`config.mk`:
```
export PLATFORM = sky130hd
export DESIGN_NAME = ex_muldiv
export DESIGN_NICKNAME = d
export VERILOG_FILES = /design/src/rtl/ex_muldiv.sv
export SDC_FILE = /design/constraint.sdc
export NUM_CORES = 2
export LEC_CHECK = 0
export CAP_MARGIN = 40
export CORE_MARGIN = 5
export CORE_UTILIZATION = 59
export CTS_BUF_LIST = sky130_fd_sc_hd__clkbuf_4 sky130_fd_sc_hd__clkbuf_8 sky130_fd_sc_hd__clkbuf_16
export DETAILED_ROUTE_END_ITERATION = 8
export GPL_TIMING_DRIVEN = 0
export HOLD_SLACK_MARGIN = 0.15
export PLACE_DENSITY_LB_ADDON = 0.2
export SETUP_SLACK_MARGIN = 0.1
export SLEW_MARGIN = 20
export SYNTH_ARGS = -nofsm -noshare
export SYNTH_HDL_FRONTEND = slang
export SYNTH_SLANG_ARGS = --single-unit
```
`constraint.sdc`:
```
create_clock -name clk -period 12.2 [get_ports clk]
set_input_delay 1.83 -clock clk [delete_from_list [all_inputs] [get_ports clk]]
set_output_delay 1.83 -clock clk [all_outputs]
set_load 0.005 [all_outputs]
```
`src/rtl/ex_muldiv.sv`:
```
// ex_muldiv: multi-cycle MULT/DIV/MADD/MSUB unit for the EX stage.
// It accepts one HI/LO op, stalls the pipeline until the result is ready,
// then emits a single-cycle HI/LO write strobe.
module ex_muldiv #(
    parameter int WIDTH   = 32,
    parameter int MUL_LAT = 2
) (
    input  logic             clk,
    input  logic             rst,
    input  logic             start_i,
    input  logic [2:0]       op_i,
    input  logic [WIDTH-1:0] opdata1_i,
    input  logic [WIDTH-1:0] opdata2_i,
    input  logic [WIDTH-1:0] hi_i,
    input  logic [WIDTH-1:0] lo_i,
    input  logic             annul_i,
    output logic [WIDTH-1:0] hi_o,
    output logic [WIDTH-1:0] lo_o,
    output logic             whilo_o,
    output logic             stall_o,
    output logic             busy_o,
    output logic             div_zero_o
);
    localparam int CMAX = (WIDTH > MUL_LAT) ? WIDTH : MUL_LAT;
    localparam int CW   = $clog2(CMAX + 1);

    typedef enum logic [1:0] {IDLE, MUL, DIV, DONE} state_t;

    state_t             state;
    logic [CW-1:0]      cnt;
    logic [2:0]         op_r;
    logic [WIDTH-1:0]   a_r, b_r, acc_hi, acc_lo;
    logic [WIDTH-1:0]   quo_r, rem_r, den_r;
    logic               neg_q, neg_r;
    logic [WIDTH-1:0]   res_hi, res_lo;
    logic               dz_r;

    // Op decode on the incoming instruction: 010/011 are the divides; op[0] marks unsigned.
    logic               is_div_i, sgn_i;
    logic [WIDTH-1:0]   mag_a, mag_b;
    assign is_div_i = (op_i[2:1] == 2'b01);
    assign sgn_i    = !op_i[0];
    assign mag_a    = (sgn_i && opdata1_i[WIDTH-1]) ? -opdata1_i : opdata1_i;
    assign mag_b    = (sgn_i && opdata2_i[WIDTH-1]) ? -opdata2_i : opdata2_i;

    // Multiply path: extend the latched operands to 2*WIDTH so that one modular
    // product covers both signed and unsigned forms, then optionally accumulate.
    logic [2*WIDTH-1:0] ext_a, ext_b, prod, acc, mul_res;
    always_comb begin
        ext_a   = op_r[0] ? {{WIDTH{1'b0}}, a_r} : {{WIDTH{a_r[WIDTH-1]}}, a_r};
        ext_b   = op_r[0] ? {{WIDTH{1'b0}}, b_r} : {{WIDTH{b_r[WIDTH-1]}}, b_r};
        prod    = ext_a * ext_b;
        acc     = {acc_hi, acc_lo};
        mul_res = !op_r[2] ? prod : (op_r[1] ? acc - prod : acc + prod);
    end

    // One restoring-division step: shift in the next dividend bit and keep the
    // difference only when it does not go negative.
    logic [WIDTH:0]   shifted, diff;
    logic [WIDTH-1:0] rem_n, quo_n;
    always_comb begin
        shifted = {rem_r, quo_r[WIDTH-1]};
        diff    = shifted - {1'b0, den_r};
        rem_n   = diff[WIDTH] ? shifted[WIDTH-1:0] : diff[WIDTH-1:0];
        quo_n   = {quo_r[WIDTH-2:0], ~diff[WIDTH]};
    end

    // Control FSM and datapath registers; an annul abandons whatever is in flight.
    always_ff @(posedge clk or posedge rst) begin
        if (rst) begin
            state  <= IDLE;
            cnt    <= '0;
            op_r   <= '0;
            a_r    <= '0;
            b_r    <= '0;
            acc_hi <= '0;
            acc_lo <= '0;
            quo_r  <= '0;
            rem_r  <= '0;
            den_r  <= '0;
            neg_q  <= 1'b0;
            neg_r  <= 1'b0;
            res_hi <= '0;
            res_lo <= '0;
            dz_r   <= 1'b0;
        end else if (annul_i) begin
            state <= IDLE;
            cnt   <= '0;
        end else begin
            case (state)
                IDLE: if (start_i) begin
                    op_r   <= op_i;
                    a_r    <= opdata1_i;
                    b_r    <= opdata2_i;
                    acc_hi <= hi_i;
                    acc_lo <= lo_i;
                    quo_r  <= mag_a;
                    den_r  <= mag_b;
                    rem_r  <= '0;
                    neg_q  <= sgn_i && (opdata1_i[WIDTH-1] ^ opdata2_i[WIDTH-1]);
                    neg_r  <= sgn_i && opdata1_i[WIDTH-1];
                    cnt    <= '0;
                    dz_r   <= 1'b0;
                    if (is_div_i && opdata2_i == '0) begin
                        res_hi <= opdata1_i;
                        res_lo <= '1;
                        dz_r   <= 1'b1;
                        state  <= DONE;
                    end else if (is_div_i) begin
                        state <= DIV;
                    end else begin
                        state <= MUL;
                    end
                end
                MUL: begin
                    if (cnt == CW'(MUL_LAT - 1)) begin
                        {res_hi, res_lo} <= mul_res;
                        cnt   <= '0;
                        state <= DONE;
                    end else begin
                        cnt <= cnt + 1'b1;
                    end
                end
                DIV: begin
                    rem_r <= rem_n;
                    quo_r <= quo_n;
                    if (cnt == CW'(WIDTH - 1)) begin
                        res_lo <= neg_q ? -quo_n : quo_n;
                        res_hi <= neg_r ? -rem_n : rem_n;
                        cnt    <= '0;
                        state  <= DONE;
                    end else begin
                        cnt <= cnt + 1'b1;
                    end
                end
                default: state <= IDLE;
            endcase
        end
    end

    // The write strobe is gated by annul so a flush in DONE suppresses the write.
    assign whilo_o    = (state == DONE) && !annul_i;
    assign hi_o       = whilo_o ? res_hi : '0;
    assign lo_o       = whilo_o ? res_lo : '0;
    assign div_zero_o = whilo_o && dz_r;
    assign busy_o     = (state != IDLE);
    assign stall_o    = !rst && !annul_i &&
                        (((state == IDLE) && start_i) || state == MUL || state == DIV);
endmodule

```
Word-level counts from Yosys, hierarchy flattened
Index checks and enable logic that the tools add are counted.
{"block": "totals", "input_bits": 135, "output_inout_bits": 68, "regBits": 302, "word_cells": 103}
{"block": "op_classes", "bitwise": 3, "reduce_logical": 25, "n_mux": 38, "addsub": 8, "n_mul": 1, "n_eq_ne": 13}
{"op": "$mux W32", "n": 17}
{"op": "$mux W64", "n": 4}
{"op": "$pmux W32 S3", "n": 2}
{"op": "$neg A32 Y32", "n": 4}
{"op": "$pmux W32 S2", "n": 2}
{"op": "$add A64 B64 Y64", "n": 1}
{"op": "$mul A64 B64 Y64", "n": 1}
{"op": "$sub A64 B64 Y64", "n": 1}
{"op": "$sub A33 B32 Y33", "n": 1}
{"op": "$logic_not A32 Y1", "n": 1}
{"op": "$mux W6", "n": 4}
{"op": "$pmux W6 S3", "n": 1}
{"op": "$mux W2", "n": 6}
{"op": "$logic_and A1 B1 Y1", "n": 9}
{"op": "$ne A3 B3 Y1 const B", "n": 3}
{"op": "$reduce_and A3 Y1", "n": 3}
{"op": "$ne A2 B2 Y1 const B", "n": 4}
{"op": "$add A6 B1 Y6 const B", "n": 1}
{"op": "$eq A6 B1 Y1 const B", "n": 1}
{"op": "$eq A6 B5 Y1 const B", "n": 1}
{"op": "$pmux W2 S3", "n": 1}
{"op": "$reduce_and A6 Y1", "n": 1}
{"op": "$eq A2 B1 Y1 const B", "n": 2}
{"op": "$eq A2 B2 Y1 const B", "n": 2}
{"op": "other kinds (10)", "n": 15}

Longest topological paths before layout
{"block": "logic_depth", "depth_word": 7, "mapped_depth": 51}

Least setup slack after synthesis
No wires, ideal clock.
{"block": "synth_timing", "path_kind": "register to register", "from": "reg a_r[31]", "to": "reg res_hi[31]", "stages_incl_launch_ff": 47, "required_ns": 12.077, "slack_ns": 0.897, "synth_period_minus_slack_ns": 11.303, "t_arrival_ns": 11.181, "setup_ns": 0.123, "cell_sequence": "dfrtp_1 > nor2b_1 > clkbuf_1 > nand2_1 > inv_1 > fa_1 > fa_1 > inv_1 > fa_1 > inv_1 > fa_1 > fa_1 > inv_1 > fa_1 > inv_1 > fa_1 > fa_1 > fa_1 > [... 11 more ...] > xor2_1 > or3_1 > or3_1 > and2b_2 > a21oi_1 > xnor2_1 > ha_1 > a21o_1 > a21o_1 > a21oi_1 > and3_1 > a21oi_1 > nand2_1 > o21ai_1 > a211oi_1 > xnor3_1 > xnor2_1 > o2bb2ai_1"}
{"block": "synth_via", "elab_chain_cells": 7, "word_cells_on_any_way": 8, "classes_between": "add/sub: 2; mul: 1; mux: 5"}
{"element": "start, declared", "line_no": "32", "source": "logic [WIDTH-1:0] a_r, b_r, acc_hi, acc_lo;"}
{"element": "start signal, assigned", "line_no": "93", "source": "a_r <= opdata1_i;"}
{"element": "$mux W64 *", "line_no": "50", "source": "ext_a = op_r[0] ? {{WIDTH{1'b0}}, a_r} : {{WIDTH{a_r[WIDTH-1]}}, a_r};"}
{"element": "$mul A64 B64 Y64 *", "line_no": "52", "source": "prod = ext_a * ext_b;"}
{"element": "$add A64 B64 Y64 / $sub A64 B64 Y64 (equally long branches)", "line_no": "54", "source": "mul_res = !op_r[2] ? prod : (op_r[1] ? acc - prod : acc + prod);"}
{"element": "$mux W64", "line_no": "54"}
{"element": "$mux W64 *", "line_no": "54"}
{"element": "$mux W32 *", "line_no": "116", "source": "if (cnt == CW'(MUL_LAT - 1)) begin"}
{"element": "$pmux W32 S3 *", "line_no": "90", "source": "case (state)"}
{"element": "end signal, assigned", "line_no": "105", "source": "res_hi <= opdata1_i;"}
{"element": "end signal, assigned", "line_no": "117", "source": "{res_hi, res_lo} <= mul_res;"}
{"element": "end signal, assigned", "line_no": "129", "source": "res_hi <= neg_r ? -rem_n : rem_n;"}
{"element": "end, declared", "line_no": "35", "source": "logic [WIDTH-1:0] res_hi, res_lo;"}
Mark *: on every way between the ends. The rest lies on a longest branch, timed or not. The select of a mux whose other input is x is not followed.
A chain may end at the register's enable or synchronous reset.

Worst setup path in the final report
{"block": "layout_timing", "from": "reg b_r[31]", "to": "reg res_hi[28]"}
{"block": "layout_via", "elab_chain_cells": 7, "word_cells_on_any_way": 8, "classes_between": "add/sub: 2; mul: 1; mux: 5"}
{"element": "start, declared", "line_no": "32"}
{"element": "start signal, assigned", "line_no": "94", "source": "b_r <= opdata2_i;"}
{"element": "$mux W64 *", "line_no": "51", "source": "ext_b = op_r[0] ? {{WIDTH{1'b0}}, b_r} : {{WIDTH{b_r[WIDTH-1]}}, b_r};"}
{"element": "$mul A64 B64 Y64 *", "line_no": "52"}
{"element": "$add A64 B64 Y64 / $sub A64 B64 Y64 (equally long branches)", "line_no": "54"}
{"element": "$mux W64", "line_no": "54"}
{"element": "$mux W64 *", "line_no": "54"}
{"element": "$mux W32 *", "line_no": "116"}
{"element": "$pmux W32 S3 *", "line_no": "90"}
Marks and branches as above.

==> key figures <==
Timing
  – Hold violation count in the final report: 0
  – # setup viols final: 0
  – Worst slew pin tran: 0.9733 ns
  – RSZ-0062 raised after global routing: yes
  – Achievable Freq: 0.08274 GHz
  – Fin crit period: about 12 ns
  – Clk_skew: roughly 0.03 ns
  – Fin crit share: 0.9906
  – Fin. max-slew vios: 0
  – Hold slack: ~0.48 ns
  – Relative slew slack: 0.3512

Drt
  – Post-route DRC: 0
  – WL/cell: approximately 28 um
  – Initial DRC count: a little over 7000
  – Via density: slightly above 6
  – Metal2 WL: 119.5 mm
  – First drt pass iteration count: 7
  – Met1 wire length: around 100 mm
  – Uppermost layer routed: met5
  – Vias: between 60000 and 70000
  – Metal3 WL: approximately 39 mm
  – WL final: approximately 290 mm
  – Detail Route Antenna Nets: 0

Hold path
  – Min-Delay Path Class: reg -> reg
  – Hold Crit Depth: 2

Placed design
  – GPL Wtd Cong: between 1 and 1.5
  – DPL Wire Length: ~240 mm
  – Inst Count DP: 10030
  – Port-buffer cells: 201
  – Cell Area, Placed: 0.07636 mm2

Global routing
  – Global-route usage over all layers: 0.4477
  – Vias in the first global route: 63550
  – Grt ovf: 0
  – Number of antenna violations at the first check in global routing: 27
  – First-pass GRT wire length: 416.4 mm
  – Pin count of the biggest net entering global routing: 98

Yosys
  – Post-synthesis simple-gate area fraction: 0.1684
  – Post-synthesis cell type count: between 100 and 150
  – Syn_area_per_cell: 8.763 um2
  – Post-synth EDFFs: 0
  – Synthesized flop and latch total: approximately 300
  – Synth Area in Adders: 0.4734
  – Synth Area in Compound Gates: 0.09608
  – Post-Synthesis Cells: between 8000 and 9000
  – Dominant synthesized flop cell: dfrtp_1
  – Post-synthesis mux area share: 0.005307
  – XOR/XNOR Fraction of Synth Area: 0.04417
  – Main combinational cell family by area after synthesis: adder cells
  – Synthesized cell area: slightly above 0.07 mm2
  – Syn nets: a little over 10000
  – Async SR Flop Fraction: 1.000
  – Synth warnings: 0
  – Sequential area share after synthesis: 0.1054

Worst setup path
  – Critical Path Most Common Cell: fa_1
  – Crit path required time: ~13 ns
  – CP Class: reg -> reg
  – Crit path DAT: 12.57 ns
  – Reg2Reg Depth: 45
  – Slowest CP cell: fa_2
  – Kind of end point of the critical path: flip-flop
  – Crit-path max FO: 8
  – CP max stage delay: 0.66 ns
  – Worst setup SP type: flip-flop

Clocking
  – Clk sinks: about 300
  – Post-CTS Hold Buffers: 0
  – Root Buffer: clkbuf_16
  – CTS clk-pin slew, worst paths: ~0.070 ns
  – Worst-skew pair later-pin latency: roughly 0.6 ns
  – Clock Path Buffers: 3
  – CTS Buf Count: 38
  – CTS tree: built
  – H-tree depth reported by CTS: 2

Final layout
  – Leading cell type in the layout, fill and taps excluded: inv_1
  – Non-Filler Instances: between 10000 and 15000
  – Final instance area: 0.08147 mm2
  – Fillers: about 9900
  – Most frequent cells in the layout: inv_1, fa_1, nand2_1
  – Proportion of layout cells with a drive suffix above 1: 0.1012
  – Layout Nets: 10590
  – Layout Utilization: 0.6782
  – P&R area growth vs syn: 14.04%

Floorplanning
  – Die height: approximately 360 um
  – Ports: between 200 and 250
  – Die Wd: approximately 360 um
  – Die Area: around 0.13 mm2
  – Initial Util: 0.5947
  – Rows: about 130
  – Core ar.: 0.1201 mm2

Run
  – Max-cap violations: 0

Run status
  – Status: complete, no violations
## worst paths after layout
path                             from          to  slack (ns)
min in group asynchronous         rst  acc_hi[22]        1.64
hold reg to reg            res_lo[24]  res_lo[24]        0.48
setup reg to reg              b_r[31]  res_hi[28]        0.11
setup / recovery              b_r[31]  res_hi[28]        0.11
max in group asynchronous         rst  acc_lo[26]        8.88
hold / removal             res_lo[24]  res_lo[24]        0.48
## synth_stat cells, drive strengths merged, types with 39 or more instances
| cell type | number | area share |
|---|---|---|
| clkbuf | 359 | 0.019 |
| nor3 | 67 | 0.0048 |
| inv | 1634 | 0.086 |
| o21ai | 318 | 0.022 |
| nor2 | 248 | 0.013 |
| nand2 | 1237 | 0.065 |
| xnor2 | 228 | 0.028 |
| and2 | 636 | 0.056 |
| fa | 1435 | 0.40 |
| ha | 406 | 0.071 |
| a221oi | 53 | 0.0066 |
| a21oi | 290 | 0.021 |
| nand3 | 50 | 0.0035 |
| buf | 39 | 0.0024 |
| dfrtp | 301 | 0.11 |
| a31oi | 49 | 0.0043 |
| xor2 | 128 | 0.016 |
| a21o | 71 | 0.0075 |
## what timing repair did
item | CTS | global route
resized for setup | 411 | 438
cloned | 0 | 1
setup endpoints to repair | 38 | 31
setup buffers | 57 | 109
pin swaps | 35 | 126
## state kept, by name, indices dropped and copies added (netlist names)
signal,count
a_r,32
neg_r,1
res_hi,32
op_r,3
den_r,31
neg_q,1
b_r,32
res_lo,32
state,2
quo_r,32
rem_r,32
cnt,6
acc_hi,32
acc_lo,32
dz_r,1
## per-layer routing
metal	vias to the layer above	track usage
met4	12	0.2852
met1	30950	0.5758
met5	-	0.007170
met2	4337	0.6498
li1	25970	-
met3	1131	0.1530
## metrics by stage
| stage | setup WS [ns] | setup TNS, ns |
|---|---|---|
| 5_1_grt | -0.08656 | -0.1174 |
| 3_5_place_dp | -2.165 | -43.56 |
| 3_3_place_gp | -2.664 | -747.24 |
| 4_1_cts | 0.05316 | 0 |
| 2_1_floorplan | 0.8967 | 0 |
| 6_report | 0.1143 | 0 |
## critical path: cells and delay by family (launching register included)
| family | cells | cell delay, ns |
|---|---|---|
| AOI/OAI and AO/OA | 13 | 2.30 |
| xor gates and xnor gates | 2 | 0.48 |
| adders and majority gates | 12 | 5.46 |
| buffers and inverters | 9 | 1.05 |
| DFF | 1 | 0.52 |
| and+or+nand+nor | 9 | 2.12 |
## logic make-up after synthesis
kind of cell | Yosys count
compound gates | 1078
xor+xnor | 357
fa+ha+maj | 1842
buf+inv | 2033
flops | 301
mux | 37
simple gates | 2504
## area by class of cell
| class | count | area, um2 | share of cell area |
|---|---|---|---|
| antenna | 18 | 45.04 | 0.0005529 |
| buffer | 375 | 2171 | 0.02665 |
| clock buffer | 47 | 1061 | 0.01302 |
| clock inverter | 22 | 295.3 | 0.003624 |
| inverter | 1635 | 6145 | 0.07542 |
| multi-input combinational | 5818 | 57830 | 0.7098 |
| sequential | 301 | 7612 | 0.09344 |
| tap | 1612 | 2017 | 0.02476 |
| timing repair buffer | 441 | 4294 | 0.05271 |
Power is left out: the tool's default activity adds up to more than one toggle a clock period on the data nets, which glitch-free logic cannot reach.
